`src/rtl/instr_fetch_unit_pkg.sv`:
```
// Shared core definitions: datapath widths, base opcodes and the fetch
// buffer entry type used between the fetch unit and the control decoder.
package instr_fetch_unit_pkg;

    localparam int XLEN = 32;
    localparam int ILEN = 32;

    // Major opcodes (inst[6:0]) understood by the control decoder.
    typedef enum logic [6:0] {
        OPC_LUI    = 7'b0110111,
        OPC_AUIPC  = 7'b0010111,
        OPC_JAL    = 7'b1101111,
        OPC_JALR   = 7'b1100111,
        OPC_BRANCH = 7'b1100011,
        OPC_LOAD   = 7'b0000011,
        OPC_STORE  = 7'b0100011,
        OPC_CALCI  = 7'b0010011,
        OPC_CALC   = 7'b0110011
    } opcode_e;

    // One buffered instruction together with the PC it was fetched from.
    typedef struct packed {
        logic [XLEN-1:0] pc;
        logic [ILEN-1:0] inst;
    } fetch_entry_t;

    // Clear the byte offset so every PC names a whole word.
    function automatic logic [XLEN-1:0] word_align(input logic [XLEN-1:0] addr);
        return addr & 32'hFFFF_FFFC;
    endfunction

endpackage

```
`src/rtl/instr_fetch_unit_if.sv`:
```
// Bundles the instruction-memory port, the redirect input and the decoder
// handshake of the fetch unit. The fetch unit uses the master view.
interface instr_fetch_unit_if;
    import instr_fetch_unit_pkg::*;

    logic            imem_req_valid;
    logic            imem_req_ready;
    logic [XLEN-1:0] imem_req_addr;
    logic            imem_resp_valid;
    logic [ILEN-1:0] imem_resp_data;
    logic            redirect_valid;
    logic [XLEN-1:0] redirect_pc;
    logic            inst_valid;
    logic            inst_ready;
    logic [ILEN-1:0] inst;
    logic [XLEN-1:0] inst_pc;
    logic [6:0]      opcode;
    logic [2:0]      funct3;
    logic [6:0]      funct7;

    modport master (
        output imem_req_valid, imem_req_addr,
        input  imem_req_ready, imem_resp_valid, imem_resp_data,
        input  redirect_valid, redirect_pc,
        output inst_valid, inst, inst_pc, opcode, funct3, funct7,
        input  inst_ready
    );

    modport slave (
        input  imem_req_valid, imem_req_addr,
        output imem_req_ready, imem_resp_valid, imem_resp_data,
        output redirect_valid, redirect_pc,
        input  inst_valid, inst, inst_pc, opcode, funct3, funct7,
        output inst_ready
    );

endinterface

```
`src/rtl/instr_fetch_unit_chk.sv`:
```
// Protocol checker for the fetch buffer: the issue credit must always leave a
// slot for every response that is kept.
module instr_fetch_unit_chk (
    input logic clk,
    input logic rst,
    input logic push_i,
    input logic pop_i,
    input logic full_i
);

    a_no_overflow: assert property (@(posedge clk) disable iff (rst)
        !(push_i && full_i && !pop_i));

endmodule

```
`src/rtl/instr_fetch_unit_fifo.sv`:
```
// Small synchronous FIFO of fetched instructions. Push and pop may happen in
// the same cycle, also when full; flush empties it and overrides a push.
module instr_fetch_unit_fifo
    import instr_fetch_unit_pkg::*;
#(
    parameter int DEPTH = 2,
    parameter int CNT_W = $clog2(DEPTH + 1)
) (
    input  logic               clk,
    input  logic               rst,
    input  logic               push_i,
    input  fetch_entry_t       push_data_i,
    input  logic               pop_i,
    input  logic               flush_i,
    output fetch_entry_t       head_o,
    output logic [CNT_W-1:0]   count_o,
    output logic               empty_o,
    output logic               full_o
);

    localparam int PTR_W = (DEPTH > 1) ? $clog2(DEPTH) : 1;
    localparam logic [CNT_W-1:0] DEPTH_C = CNT_W'(DEPTH);
    localparam logic [CNT_W-1:0] CNT_ONE = CNT_W'(1'b1);
    localparam logic [PTR_W-1:0] PTR_ONE = PTR_W'(1'b1);

    fetch_entry_t     mem_q [DEPTH];
    logic [PTR_W-1:0] wr_ptr_q, wr_ptr_d;
    logic [PTR_W-1:0] rd_ptr_q, rd_ptr_d;
    logic [CNT_W-1:0] count_q, count_d;
    logic             do_push_s;
    logic             do_pop_s;

    // Next pointer/count values; a push into a full FIFO only lands with a pop.
    always_comb begin
        wr_ptr_d  = wr_ptr_q;
        rd_ptr_d  = rd_ptr_q;
        count_d   = count_q;
        do_push_s = 1'b0;
        do_pop_s  = 1'b0;
        if (flush_i) begin
            wr_ptr_d = {PTR_W{1'b0}};
            rd_ptr_d = {PTR_W{1'b0}};
            count_d  = {CNT_W{1'b0}};
        end else begin
            do_pop_s  = pop_i && (count_q != {CNT_W{1'b0}});
            do_push_s = push_i && ((count_q != DEPTH_C) || do_pop_s);
            wr_ptr_d  = do_push_s ? (wr_ptr_q + PTR_ONE) : wr_ptr_q;
            rd_ptr_d  = do_pop_s  ? (rd_ptr_q + PTR_ONE) : rd_ptr_q;
            case ({do_push_s, do_pop_s})
                2'b10:   count_d = count_q + CNT_ONE;
                2'b01:   count_d = count_q - CNT_ONE;
                default: count_d = count_q;
            endcase
        end
    end

    // Pointer and occupancy registers.
    always_ff @(posedge clk) begin
        if (rst) begin
            wr_ptr_q <= {PTR_W{1'b0}};
            rd_ptr_q <= {PTR_W{1'b0}};
            count_q  <= {CNT_W{1'b0}};
        end else begin
            wr_ptr_q <= wr_ptr_d;
            rd_ptr_q <= rd_ptr_d;
            count_q  <= count_d;
        end
    end

    // Entry storage; stale contents are never visible because count gates them.
    always_ff @(posedge clk) begin
        if (do_push_s) begin
            mem_q[wr_ptr_q] <= push_data_i;
        end
    end

    assign head_o  = mem_q[rd_ptr_q];
    assign count_o = count_q;
    assign empty_o = (count_q == {CNT_W{1'b0}});
    assign full_o  = (count_q == DEPTH_C);

endmodule

```
`src/rtl/instr_fetch_unit.sv`:
```
// Instruction fetch unit: issues in-order word reads to imem, buffers the
// returned words with their PCs and hands them to the decoder one at a time.
// A redirect discards buffered words and lets in-flight responses drain away.
module instr_fetch_unit
    import instr_fetch_unit_pkg::*;
#(
    parameter logic [XLEN-1:0] RESET_PC = 32'h0000_0000,
    parameter int              DEPTH    = 2
) (
    input logic                clk,
    input logic                rst,
    instr_fetch_unit_if.master bus
);

    localparam int CNT_W = $clog2(DEPTH + 1);
    localparam int SUM_W = CNT_W + 2;
    localparam logic [SUM_W-1:0] DEPTH_SUM = SUM_W'(DEPTH);
    localparam logic [CNT_W-1:0] CNT_ONE   = CNT_W'(1'b1);
    localparam logic [CNT_W-1:0] CNT_ZERO  = {CNT_W{1'b0}};

    logic [XLEN-1:0]  pc_q, pc_d;
    logic [XLEN-1:0]  resp_pc_q, resp_pc_d;
    logic [CNT_W-1:0] inflight_q, inflight_d;
    logic [CNT_W-1:0] drop_cnt_q, drop_cnt_d;

    fetch_entry_t     fifo_head_s;
    fetch_entry_t     push_data_s;
    logic [CNT_W-1:0] fifo_count_s;
    logic             fifo_empty_s;
    logic             fifo_full_s;
    logic [SUM_W-1:0] credit_s;
    logic             req_valid_s;
    logic             req_fire_s;
    logic             resp_keep_s;
    logic             resp_drop_s;
    logic             push_s;
    logic             pop_s;
    logic             inst_valid_s;

    // Handshake decode. Words still to be dropped keep holding issue credit.
    always_comb begin
        credit_s     = {2'b00, inflight_q} + {2'b00, drop_cnt_q} + {2'b00, fifo_count_s};
        req_valid_s  = !rst && !bus.redirect_valid && (credit_s < DEPTH_SUM);
        req_fire_s   = req_valid_s && bus.imem_req_ready;
        resp_keep_s  = bus.imem_resp_valid && (drop_cnt_q == CNT_ZERO);
        resp_drop_s  = bus.imem_resp_valid && (drop_cnt_q != CNT_ZERO);
        push_s       = resp_keep_s && !bus.redirect_valid && !rst;
        inst_valid_s = !fifo_empty_s && !bus.redirect_valid && !rst;
        pop_s        = inst_valid_s && bus.inst_ready;
        push_data_s  = '{pc: resp_pc_q, inst: bus.imem_resp_data};
    end

    // PC and outstanding-request bookkeeping; redirect overrides normal flow.
    always_comb begin
        pc_d       = pc_q;
        resp_pc_d  = resp_pc_q;
        inflight_d = inflight_q;
        drop_cnt_d = drop_cnt_q;
        if (bus.redirect_valid) begin
            pc_d       = word_align(bus.redirect_pc);
            resp_pc_d  = word_align(bus.redirect_pc);
            inflight_d = CNT_ZERO;
            if (bus.imem_resp_valid) begin
                drop_cnt_d = drop_cnt_q + inflight_q - CNT_ONE;
            end else begin
                drop_cnt_d = drop_cnt_q + inflight_q;
            end
        end else begin
            pc_d       = req_fire_s  ? (pc_q + 32'd4) : pc_q;
            resp_pc_d  = resp_keep_s ? (resp_pc_q + 32'd4) : resp_pc_q;
            drop_cnt_d = resp_drop_s ? (drop_cnt_q - CNT_ONE) : drop_cnt_q;
            case ({req_fire_s, resp_keep_s})
                2'b10:   inflight_d = inflight_q + CNT_ONE;
                2'b01:   inflight_d = inflight_q - CNT_ONE;
                default: inflight_d = inflight_q;
            endcase
        end
    end

    // State registers.
    always_ff @(posedge clk) begin
        if (rst) begin
            pc_q       <= RESET_PC;
            resp_pc_q  <= RESET_PC;
            inflight_q <= CNT_ZERO;
            drop_cnt_q <= CNT_ZERO;
        end else begin
            pc_q       <= pc_d;
            resp_pc_q  <= resp_pc_d;
            inflight_q <= inflight_d;
            drop_cnt_q <= drop_cnt_d;
        end
    end

    instr_fetch_unit_fifo #(
        .DEPTH (DEPTH),
        .CNT_W (CNT_W)
    ) u_fifo (
        .clk         (clk),
        .rst         (rst),
        .push_i      (push_s),
        .push_data_i (push_data_s),
        .pop_i       (pop_s),
        .flush_i     (bus.redirect_valid),
        .head_o      (fifo_head_s),
        .count_o     (fifo_count_s),
        .empty_o     (fifo_empty_s),
        .full_o      (fifo_full_s)
    );

    instr_fetch_unit_chk u_chk (
        .clk    (clk),
        .rst    (rst),
        .push_i (push_s),
        .pop_i  (pop_s),
        .full_i (fifo_full_s)
    );

    assign bus.imem_req_valid = req_valid_s;
    assign bus.imem_req_addr  = pc_q;
    assign bus.inst_valid     = inst_valid_s;
    assign bus.inst           = fifo_head_s.inst;
    assign bus.inst_pc        = fifo_head_s.pc;
    assign bus.opcode         = fifo_head_s.inst[6:0];
    assign bus.funct3         = fifo_head_s.inst[14:12];
    assign bus.funct7         = fifo_head_s.inst[31:25];

endmodule
```
`src/flat_wrapper.sv`:
```
// flat-port wrapper written by rule: the top's interface ports become plain ports
module instr_fetch_unit_flat import instr_fetch_unit_pkg::*;
#(
    parameter logic [XLEN-1:0] RESET_PC = 32'h0000_0000,
    parameter int              DEPTH    = 2
)
  (clk, rst, bus_imem_req_valid, bus_imem_req_addr, bus_imem_req_ready, bus_imem_resp_valid, bus_imem_resp_data, bus_redirect_valid, bus_redirect_pc, bus_inst_valid, bus_inst, bus_inst_pc, bus_opcode, bus_funct3, bus_funct7, bus_inst_ready);
  instr_fetch_unit_if bus_i ();
  input logic clk;
  input logic rst;
  output wire logic [$bits(bus_i.imem_req_valid)-1:0] bus_imem_req_valid;
  output wire logic [$bits(bus_i.imem_req_addr)-1:0] bus_imem_req_addr;
  input wire logic [$bits(bus_i.imem_req_ready)-1:0] bus_imem_req_ready;
  input wire logic [$bits(bus_i.imem_resp_valid)-1:0] bus_imem_resp_valid;
  input wire logic [$bits(bus_i.imem_resp_data)-1:0] bus_imem_resp_data;
  input wire logic [$bits(bus_i.redirect_valid)-1:0] bus_redirect_valid;
  input wire logic [$bits(bus_i.redirect_pc)-1:0] bus_redirect_pc;
  output wire logic [$bits(bus_i.inst_valid)-1:0] bus_inst_valid;
  output wire logic [$bits(bus_i.inst)-1:0] bus_inst;
  output wire logic [$bits(bus_i.inst_pc)-1:0] bus_inst_pc;
  output wire logic [$bits(bus_i.opcode)-1:0] bus_opcode;
  output wire logic [$bits(bus_i.funct3)-1:0] bus_funct3;
  output wire logic [$bits(bus_i.funct7)-1:0] bus_funct7;
  input wire logic [$bits(bus_i.inst_ready)-1:0] bus_inst_ready;
  assign bus_imem_req_valid = bus_i.imem_req_valid;
  assign bus_imem_req_addr = bus_i.imem_req_addr;
  assign bus_i.imem_req_ready = bus_imem_req_ready;
  assign bus_i.imem_resp_valid = bus_imem_resp_valid;
  assign bus_i.imem_resp_data = bus_imem_resp_data;
  assign bus_i.redirect_valid = bus_redirect_valid;
  assign bus_i.redirect_pc = bus_redirect_pc;
  assign bus_inst_valid = bus_i.inst_valid;
  assign bus_inst = bus_i.inst;
  assign bus_inst_pc = bus_i.inst_pc;
  assign bus_opcode = bus_i.opcode;
  assign bus_funct3 = bus_i.funct3;
  assign bus_funct7 = bus_i.funct7;
  assign bus_i.inst_ready = bus_inst_ready;
  instr_fetch_unit #(.RESET_PC(RESET_PC), .DEPTH(DEPTH)) u_core (.clk(clk), .rst(rst), .bus(bus_i));
endmodule
```
`config.mk`:
```
export PLATFORM = sky130hd
export DESIGN_NAME = instr_fetch_unit_flat
export DESIGN_NICKNAME = d
export VERILOG_FILES = /design/src/rtl/instr_fetch_unit_pkg.sv /design/src/rtl/instr_fetch_unit_if.sv /design/src/rtl/instr_fetch_unit_chk.sv /design/src/rtl/instr_fetch_unit_fifo.sv /design/src/rtl/instr_fetch_unit.sv /design/src/flat_wrapper.sv
export SDC_FILE = /design/constraint.sdc
export NUM_CORES = 1
export LEC_CHECK = 0
export CORE_MARGIN = 2
export CORE_UTILIZATION = 54
export CTS_CLUSTER_SIZE = 10
export DETAILED_ROUTE_END_ITERATION = 10
export PLACE_DENSITY = 0.89
export SYNTH_ARGS = -nofsm -noshare
export SYNTH_HDL_FRONTEND = slang
export SYNTH_HIERARCHICAL = 1
export SYNTH_SLANG_ARGS = --single-unit
```
`constraint.sdc`:
```
create_clock -name clk -period 16.91 [get_ports clk]
set_input_delay 3.382 -clock clk [delete_from_list [all_inputs] [get_ports clk]]
set_output_delay 3.382 -clock clk [all_outputs]
set_load 0.02 [all_outputs]
```
==> results.cfg <==
[outcome]
outcome = finished clean

[sta]
slew_violations = 0
rsz0062_at_grt = no
slew_headroom = 0.251
fin_crit_ns = 8.68
finClkSkew_ns = 0.0122
fin_hold_ws_ns = 0.506
fmax_mhz = 115
worst_pin_slew_ns = 1.11
setup_viol = 0
setup_tns_ns = 0
hold_viol = 0
min_period_over_period = 0.513

[worst_setup_path]
crit_arrival_ns = 5.29
r2r_end = u_core/inflight_q[1]$_SDFFE_PP0P_
critical_path.startpoint = bus_redirect_valid
required_ns = 13.53
worstSetupEndpointType = output port
start_kind = primary input
r2r_cells = 10
cp_max_fo = 47
critical_path_class = primary input to output port
r2r_slack_ns = 13.57
r2r-start = u_core/u_fifo/count_o[1]$_SDFFE_PP0P_

[grt]
grt_pass1_wl_um = 29400
grt_util_all_layers = 0.222
antenna_found_initial = 0
overflow = 0
grt_pass1_vias = 5758
grt_max_degree = 65

[job]
drv_cap = 0

[floorplanning]
die_h_um = 131
rows = 46
die_x_um = 131
io_pins = 185
die_area_sq_mm = 0.0172
coreArea_sq_mm = 0.0158
start_util = 0.550

[logic_synthesis]
yosysWarnings = 6
synth_area_per_cell_sq_um = 12.3
syn_inst = 706
syn_area_sq_mm = 0.00871

[power_and_ir_drop]
p_sw_frac = 0.232
p_leak_nw = 3.86
combPwrFrac = 0.097
vdd_ir_drop_max_v = 0.0000749
p_seq_frac = 0.529
clkPwrFrac = 0.374
p_int_mw = 0.790
power_density_mw_per_mm2 = 92.4
p_switching_mw = 0.239

[route]
drt_iter0_drc = 392
antenna_left = 0
routed_wirelength_um = 19200
drtPass1Iterations = 4
vias = 6149
drc = 0
wire_per_inst_um = 17.5
vias_per_cell = 5.62

[clock_tree]
post_cts_buffers = 0
htree_levels = 4
clockBufferDepth = 2
cts_root_buf = clkbuf_16
cts_hold_buf = 0
cts-resized-gates = 0
path_clk_slew_ns = 0.07
cts_tree = done
clkSinkCount = 197
insertion_delay_ns = 0.43
cts_buffers = 17

[finish]
nets = 943
n_antenna_cell = 0
final_util = 0.704
synthToLayoutAreaGrowth_pct = 27.8
drive_above_1_share = 0.137

[placement]
hpwl_um = 12600
portBuffers = 180
place.gp.congestion = 0.874

[worst_hold_path]
holdPathEnd = u_core/u_fifo/mem_q[1][63]$_DFFE_PP_
hp-class = flip-flop to flip-flop
min_from = u_core/resp_pc_q[31]$_SDFFE_PP0P_
min_path_cells = 0
==> power groups by stage <==
stage	clock, mW	combinational, mW	sequential, mW
floorplan	0	0.0505	0.555
detailed placement	0	0.0984	0.554
finish	0.385	0.0998	0.544
CTS	0.392	0.0995	0.544
global route	0.405	0.108	0.546
global placement	0	0.0962	0.553
==> flip-flops by register name, summed over array words and instances, names as in the netlist, named ones only <==
register and cells:
u_core/u_fifo/count_o 2, u_core/u_fifo/mem_q 128, u_core/u_fifo/rd_ptr_q 1, u_core/u_fifo/wr_ptr_q 1, u_core/drop_cnt_q 2, u_core/bus.imem_req_addr 30
u_core/resp_pc_q 30, u_core/inflight_q 2
==> worst max-delay path by stage <==
| stage | to | slack (ns) | cells past startpoint |
|---|---|---|---|
| final | bus_imem_req_valid | 8.23 | 5 |
| after global routing | bus_imem_req_valid | 8.16 | 5 |
| after CTS | bus_imem_req_valid | 8.25 | 5 |
| after detailed placement | bus_imem_req_valid | 8.26 | 5 |
| after global placement | bus_imem_req_valid | 8.26 | 5 |
| after floorplan | u_core/u_fifo/mem_q[1][0]$_DFFE_PP_ | 7.14 | 6 |
==> metal layers <==
layer,track usage,share of wire,vias to the layer above
met1,0.303,0.43,2936
met3,0.0476,0.091,23
li1,-,-,2914
met2,0.354,0.47,276
met4,0.0782,0.013,0
met5,0,0,-
==> layout by cell type (no fill, tap or decap), types with 4 or more instances in the layout <==
| cell | count |
|---|---|
| and3_1 | 13 |
| a21boi_1 | 9 |
| or3_1 | 7 |
| conb_1 | 6 |
| nor3_1 | 7 |
| a21oi_1 | 24 |
| mux2_1 | 4 |
| dfxtp_1 | 68 |
| nand2_1 | 46 |
| clkinv_2 | 5 |
| mux2_2 | 64 |
| and4_1 | 6 |
| a31oi_1 | 17 |
| nand4_1 | 18 |
| and2_1 | 7 |
| xor2_1 | 29 |
| a211oi_1 | 16 |
| edfxtp_1 | 128 |
| nor2_1 | 49 |
| a21o_1 | 5 |
| inv_1 | 17 |
| ha_1 | 7 |
| clkbuf_16 | 19 |
| o22ai_1 | 5 |
| o21ai_1 | 13 |
| clkdlybuf4s50_1 | 179 |
| xnor2_1 | 13 |
| buf_4 | 6 |
| nand3_1 | 22 |
==> area by class of cell <==
| class | count | area, sq um |
|---|---|---|
| clock inverters | 10 | 65.1 |
| well taps | 216 | 270 |
| flip-flops and latches | 197 | 5230 |
| multi-input cells | 443 | 3150 |
| repair buffers | 186 | 1840 |
| inverters | 20 | 75.1 |
| clock buffers | 22 | 507 |
| fillers | 1126 | 4690 |
==> critical path, cell delays in order <==
cell	delay (ns)
clkdlybuf4s50_1	0.45
buf_4	0.44
nor2_1	0.23
and3_1	0.25
clkdlybuf4s50_1	0.53
==> stage by stage <==
step / total power [mW] / instances / area, sq um / setup WS (ns)
after global placement: 0.649 / 1062 / 10600 / 8.26
after global routing: 1.06 / 1094 / 11100 / 8.16
final: 1.03 / 1094 / 11100 / 8.23
after detailed placement: 0.652 / 1062 / 10600 / 8.26
after floorplan: 0.606 / 711 / 8730 / 7.14
after CTS: 1.03 / 1094 / 11100 / 8.25
Note: power is estimated with default switching activity, not from simulation.
